===== config.mk =====
export PLATFORM = sky130hd
export DESIGN_NAME = dff_rr_arbiter
export DESIGN_NICKNAME = d
export VERILOG_FILES = /design/src/rtl/dff_rr_arbiter.sv
export SDC_FILE = /design/constraint.sdc
export NUM_CORES = 1
export LEC_CHECK = 0
export ABC_AREA = 0
export BUFFER_PORTS_ARGS = -buffer_cell sky130_fd_sc_hd__buf_4
export CAP_MARGIN = 20
export CORE_UTILIZATION = 44
export DETAILED_ROUTE_END_ITERATION = 10
export MAX_ROUTING_LAYER = met4
export PLACE_DENSITY = 0.79
export RECOVER_POWER = 50
export SLEW_MARGIN = 40
export SYNTH_ARGS = -nofsm -noshare
export SYNTH_HDL_FRONTEND = slang
export SYNTH_SLANG_ARGS = --single-unit

===== constraint.sdc =====
create_clock -name clk -period 1.7 [get_ports clk]
set_input_delay 0.17 -clock clk [delete_from_list [all_inputs] [get_ports clk]]
set_output_delay 0.17 -clock clk [all_outputs]
set_load 0.005 [all_outputs]

===== src/rtl/dff_rr_arbiter.sv =====
// Round-robin arbiter in front of a shared W-bit register. A winner may lock
// ownership and keep writing each cycle until it drops req or lock.
//
// state | meaning
// IDLE  | arbitrating round-robin from ptr among active requesters
// OWN   | locked to owner; only the owner may write, others are ignored
module dff_rr_arbiter #(
  parameter int N = 4,
  parameter int W = 8
) (
  input  logic                 clk,
  input  logic                 rst,
  input  logic [N-1:0]         req,
  input  logic [N-1:0]         lock,
  input  logic [N*W-1:0]       din,
  output logic [N-1:0]         gnt,
  output logic [W-1:0]         dout,
  output logic                 valid,
  output logic [$clog2(N)-1:0] owner
);

  localparam int OW = $clog2(N);

  localparam logic [0:0] ST_IDLE = 1'b0;
  localparam logic [0:0] ST_OWN  = 1'b1;

  logic [0:0]   state_q, state_d;
  logic [OW-1:0] ptr_q, ptr_d;
  logic [OW-1:0] owner_q, owner_d;
  logic [W-1:0]  dout_q, dout_d;
  logic [N-1:0]  gnt_q, gnt_d;

  logic [OW-1:0] sel;
  logic [OW-1:0] idx;
  logic          found;

  // First active requester at or after ptr, wrapping modulo N.
  always_comb begin
    sel   = '0;
    idx   = '0;
    found = 1'b0;
    for (int k = 0; k < N; k++) begin
      idx = OW'((int'(ptr_q) + k) % N);
      if (!found && req[idx]) begin
        found = 1'b1;
        sel   = idx;
      end
    end
  end

  always_comb begin
    state_d = state_q;
    ptr_d   = ptr_q;
    owner_d = owner_q;
    dout_d  = dout_q;
    gnt_d   = '0;
    case (state_q)
      ST_IDLE: begin
        if (found) begin
          dout_d     = din[int'(sel)*W +: W];
          gnt_d[sel] = 1'b1;
          owner_d    = sel;
          ptr_d      = (sel == OW'(N-1)) ? '0 : sel + 1'b1;
          state_d    = lock[sel] ? ST_OWN : ST_IDLE;
        end
      end
      default: begin
        if (req[owner_q] && lock[owner_q]) begin
          dout_d         = din[int'(owner_q)*W +: W];
          gnt_d[owner_q] = 1'b1;
        end else begin
          state_d = ST_IDLE;
        end
      end
    endcase
  end

  always_ff @(posedge clk or posedge rst) begin
    if (rst) begin
      state_q <= ST_IDLE;
      ptr_q   <= '0;
      owner_q <= '0;
      dout_q  <= '0;
      gnt_q   <= '0;
    end else begin
      state_q <= state_d;
      ptr_q   <= ptr_d;
      owner_q <= owner_d;
      dout_q  <= dout_d;
      gnt_q   <= gnt_d;
    end
  end

  assign gnt   = gnt_q;
  assign dout  = dout_q;
  assign owner = owner_q;
  assign valid = |gnt_q;

endmodule

==> results.toml, run 1 <==
[grt]
antenna_found_initial = 0
grt_util_met2 = 0.410
overflow = 0
grt_util_met3 = 0.0281
use_met1 = 0.358
grt.busiest_layer = "met2"
grt_pass1_wl_um = 6910
grt_pass1_vias = 1536
grt_max_degree = 18
grt.total_usage = 0.265

[clocking]
cts_buffers = 3
cts_sinks = 17
post_cts_buffers = 0
clk_pin_slew_ns = 0.11
cts_max_level = 1
cts_tree = "done"
root_buffer = "clkbuf_4"
insertion_delay_ns = 0.30
cts.path.max_buffers = 2

[route]
drc = 0
firstDrtPassIters = 4
antenna_left = 0
viasPerCell = 5.84
drt_iter0_markers = 92
routedWlPerCell_um = 16.1
detail_route.wirelength_um = 4660
vias = 1695

[run]
max_cap_viol_count = 0

[place]
dp_cells = 285
place_congestion = 0.837
dpl_cell_area_um2 = 2070
port_buffers = 56
dp_hpwl_um = 3390

[finish]
final_nets = 293
ff_latch_area_um2 = 428
mostFrequentLayoutCells = "buf_4, nor2_1, o21a_1, clkbuf_4, dfrtp_1"
multi_input_area_um2 = 1240
finalNonFillerCells = 290
fin_area_um2 = 2370
layout-drive-gt1-share = 0.524
mostFrequentLayoutCell = "buf_4"
nFillCells = 240
area_growth_pct = 59.2
n_antenna_cell = 0

[yosys]
syn_inst = 180
ys_types = 36
ys_seq_area_frac = 0.286
synth_top_family_by_area = "compound AO/OA/AOI/OAI gates"
synth_area_leader_cell = "dfrtp_1"
synth_compound_area_frac = 0.365
synth_area_leaders = "dfrtp_1, o2111ai_1, o21a_1"
synth_ff_type = "dfrtp_1"
ys_async_sr_fraction = 1.00
syn-cell-area_um2 = 1490
syn_nets = 226
synth_top_cell_area_share = 0.286
synthMuxAreaShare = 0.00758
yosys.area_share.simple = 0.240
synthAdderAreaFrac = 0.0337
synth-seq-cells = 17
synth_edf_count = 0
syn_avg_cell_area_um2 = 8.26
yosys.area_share.xor_xnor = 0
yosys_warnings = 0

[floorplanning]
die_width_um = 60.1
start_util = 0.475
io_pins = 57
rows = 20
dieArea_um2 = 3610
die_h_um = 60.1
coreArea_um2 = 3130

[min_path]
hold_depth = 3
hold_class = "in -> reg"
hp-start = "din[11]"

[worst_setup_path]
end_kind = "flip-flop"
r2r_slack_ns = -0.004
rr_startpoint = "ptr_q[0]"
critPathLaunchType = "flip-flop"
reg2reg_to = "ptr_q[1]"
required_ns = 1.89
cp.arrival_ns = 1.90
cp-startpoint = "ptr_q[0]"
critical_path_class = "reg -> reg"
endpoint = "ptr_q[1]"
critPathMaxFanout = 4
r2r_cells = 5

[sta]
min_period_over_period = 1.00
rsz0062_at_grt = "yes"
period_minus_slack_ns = 1.70
slew_violations = 0
slew_headroom = 0.573
skew_ns = 0.0126
fin_ws_ns = -0.00373
clock.fmax_ghz = 0.587
tightest_slew_ns = 0.639
setup_viol = 1
hold_violations = 0

[power]
irDropWorstVdd_mv = 0.930
p_leak_nw = 1.00
p_per_area_nw_per_um2 = 1670

[outcome]
violations = "setup timing"
status = "complete, but fails checks"
final cells by class:
cell class | instances | share of cell area
multi-input combinational | 143 | 0.524
timing repair buffer | 76 | 0.249
inverter | 6 | 0.0116
tap | 44 | 0.0233
clock buffer | 4 | 0.0111
sequential | 17 | 0.181
worst max-delay path, stage by stage (launching register included):
cell	delay, ns
dfrtp_1	0.40
nor2b_2	0.07
or4b_4	0.53
nand2_8	0.11
ha_1	0.23
mux2_4	0.26
repair_timing:
action	CTS	global route
pin swaps	1	7
hold endpoints to repair	17	0
setup endpoints to repair	9	13
gates resized for setup	9	37
hold buffers	1	0
state kept, by name, summed over array words and instances, names as in the netlist:
name	flops
dout	8
gnt	4
owner	2
ptr_q	2
state_q	1
power by group:
| part | switching, mW | internal (mW) |
|---|---|---|
| Sequential | 0.179 | 0.614 |
| Combinational | 1.49 | 1.44 |
| Clock | 0.130 | 0.0912 |
Yosys cell counts (2+ instances only):
master / n
a211o_1: 2
a21o_1: 2
a21oi_1: 3
a22o_1: 4
a31oi_1: 8
and2_1: 2
buf_2: 6
buf_6: 2
clkbuf_1: 6
dfrtp_1: 17
ha_1: 4
inv_1: 5
nand2_1: 5
nand2b_1: 3
nand3_1: 14
nor2_1: 27
nor2b_1: 3
o2111ai_1: 16
o21a_1: 17
o21ai_0: 4
o41ai_1: 8
or2_2: 8
per-stage QoR:
stage	utilization	power [mW]	hold slack (ns)	TNS (ns)	setup WS (ns)
3_5_place_dp	0.662	3.18	0.303	-0.0590	-0.0316
3_3_place_gp	0.662	3.14	0.294	-0.0293	-0.0293
6_report	0.756	3.95	0.257	-0.00373	-0.00373
2_1_floorplan	-	2.35	0.0961	-0.0793	-0.0347
5_1_grt	0.756	4.24	0.261	-0.274	-0.0567
4_1_cts	0.690	3.53	0.272	0	0.00116
layer usage:
metal  vias to the layer above  share of wire
met5                         -              0
met2                        67           0.49
met3                         2          0.041
li1                        823              -
met1                       803           0.46
met4                         0         0.0054
how the worst min path moves through the flow:
| stage | to | slack (ns) |
|---|---|---|
| floorplan | dout[0] | 0.1 |
| global placement | gnt[0] | 0.29 |
| detailed placement | gnt[1] | 0.30 |
| CTS | dout[5] | 0.27 |
| global route | dout[2] | 0.26 |
| finish | dout[3] | 0.26 |
cell families (layout without fill, tap and decap cells):
family	count (synthesis)	count (layout)
and+or+nand+nor	68	68
AOI/OAI and AO/OA	70	70
DFF	17	17
muxes	1	1
buffers and inverters	20	86
adders and majority gates	4	4
No activity file was read; power rests on OpenSTA's default activity.
==> run 2: changes to the inputs <==
- CORE_UTILIZATION: 44 -> 45
- CTS_BUF_LIST: not set -> sky130_fd_sc_hd__clkbuf_4
- PLACE_DENSITY: 0.79 -> 0.8
==> run 2 against run 1 <==
The run still ends with setup timing left. Clock-buffer cell count unchanged. First-iteration DRC count decreased by 11%. Power increased by 5.4%. Wire length increased by 16%. Worst setup slack got worse by 0.050 ns. Global-route usage increased by 1.7 points. Die area decreased by 2.1%. Sequential power decreased by 2.6%. Cell count increased by 2.8%. Largest power group unchanged.
==> results.toml, run 2 (synthesis results as in run 1) <==
[outcome]
status = "complete, but fails checks"
violations = "setup timing"

[clocking]
cts_max_level = 1
cts_sinks = 17
insertion_delay_ns = 0.29
cts.path.max_buffers = 2
cts_buffers = 3
clk_pin_slew_ns = 0.11
cts_tree = "done"
root_buffer = "clkbuf_4"

[worst_setup_path]
critical_path_class = "reg -> reg"
cpLargestDelayFamily = "compound AO/OA/AOI/OAI gates"
critPathMaxFanout = 8
cpPeakStageDelay_ns = 0.49
end_kind = "flip-flop"
cp_cell_sequence = "buf_4 > nand2_1 > o41a_1 > o2111ai_2 > a31oi_1"
cp.arrival_ns = 1.97
slowest_stage = "dfrtp_1"
critPathLaunchType = "flip-flop"
reg2reg_to = "dout[4]"
rr_startpoint = "state_q"
critPathBufInv = 1
r2r_slack_ns = -0.05
r2r_cells = 5
required_ns = 1.92

[finish]
mostFrequentLayoutCells = "buf_4, nor2_1, o21a_1, clkbuf_4, dfrtp_1"
area_growth_pct = 63.9
mostFrequentLayoutCell = "buf_4"
largest_register_ffs = 8
n_antenna_cell = 0
final_nets = 301
utilization = 0.785
layout-drive-gt1-share = 0.524

[sta]
setup_viol = 10
skew_ns = 0.00132
fin_ws_ns = -0.0538
fin_setup_tns_ns = -0.212
rsz0062_at_grt = "yes"
min_period_over_period = 1.03
whs_ns = 0.262
hold_violations = 0
period_minus_slack_ns = 1.75
slew_headroom = 0.540
slew_violations = 0
tightest_slew_ns = 0.689
clock.fmax_ghz = 0.570

[floorplanning]
coreArea_um2 = 3100
rows = 20
die_h_um = 59.5
dieArea_um2 = 3540
start_util = 0.479
die_width_um = 59.5
io_pins = 57

[grt]
overflow = 0
grt_pass1_vias = 1623
grt.total_usage = 0.283
grt_max_degree = 18
antenna_found_initial = 0
grt_pass1_wl_um = 7230

[power]
switchingPower_mw = 1.94
total_power_mw = 4.16
irDropWorstVdd_mv = 0.909
combPwrFrac = 0.755
seqPwrFrac = 0.186
clkPwrFrac = 0.059
p_leak_nw = 1.05
p_per_area_nw_per_um2 = 1710
p_sw_frac = 0.466
p_int_mw = 2.22

[run]
max_cap_viol_count = 0

[route]
detail_route.wirelength_um = 5420
drt_iter0_markers = 82
routedWlPerCell_um = 18.2
antenna_left = 0
vias = 1843
drc = 0
viasPerCell = 6.18
firstDrtPassIters = 4

[min_path]
hp-start = "din[15]"
hold_class = "in -> reg"
min_to = "dout[7]"
hold_depth = 3

[place]
place_congestion = 0.915
port_buffers = 56
dp_hpwl_um = 3590
post-place-ws_ns = -0.0629
==> run 2: cell types whose count changed in the layout (fill, tap and decap cells not counted), sizes merged <==
cell,previous run,this run
buf,62,70
==> run 2: routing by layer <==
layer  global-route usage  routed length (um)  vias to the layer above
met2                0.430                2660                      100
li1                     -                   -                      838
met4                0.129                 114                        0
met5                    -                   0                        -
met1                0.367                2230                      892
met3               0.0437                 416                       13
==> run 2: worst max path at each step <==
stage | cells after the start | endpoint | startpoint
floorplan | 8 | gnt[2] | ptr_q[1]
global placement | 7 | dout[7] | req[0]
detailed placement | 7 | dout[7] | req[0]
CTS | 6 | state_q | ptr_q[0]
global route | 5 | dout[4] | ptr_q[0]
finish | 5 | dout[4] | state_q
==> run 2: repair_timing <==
action                                  CTS  global route
setup buffers                             0             4
pin swaps                                 2            16
resized for setup                         3            40
hold buffers                              1             0
hold endpoints to repair                 17             0
endpoints found under the setup margin   10            12
==> run 2: cell type report <==
class / count / area (um2)
Multi-Input combinational cell: 143 / 1250
Fill cell: 209 / 667
Timing Repair Buffer: 84 / 649
Sequential cell: 17 / 425
Tap cell: 44 / 55.1
Clock buffer: 4 / 30.0
Inverter: 6 / 30.0
==> run 2: stage by stage <==
stage | instance area, um2 | cells
floorplan | 1530 | 180
global placement | 2100 | 289
detailed placement | 2100 | 289
CTS | 2160 | 294
global route | 2440 | 298
finish | 2440 | 298
==> run 2: worst reg2reg max path, delay by kind of cell (launching register included) <==
kind | cells | cell delay, ns
AOI/OAI and AO/OA | 3 | 0.85
buffers and inverters | 1 | 0.20
and+or+nand+nor | 1 | 0.14
DFF | 1 | 0.49
==> run 2: power by group through the flow <==
stage          registers (mW)  clock network, mW  logic [mW]
6_report                0.772              0.247        3.14
5_1_grt                 0.798              0.263        3.36
4_1_cts                 0.760              0.247        2.53
3_5_place_dp            0.768                  0        2.49
3_3_place_gp            0.758                  0        2.43
2_1_floorplan           0.740                  0        1.61
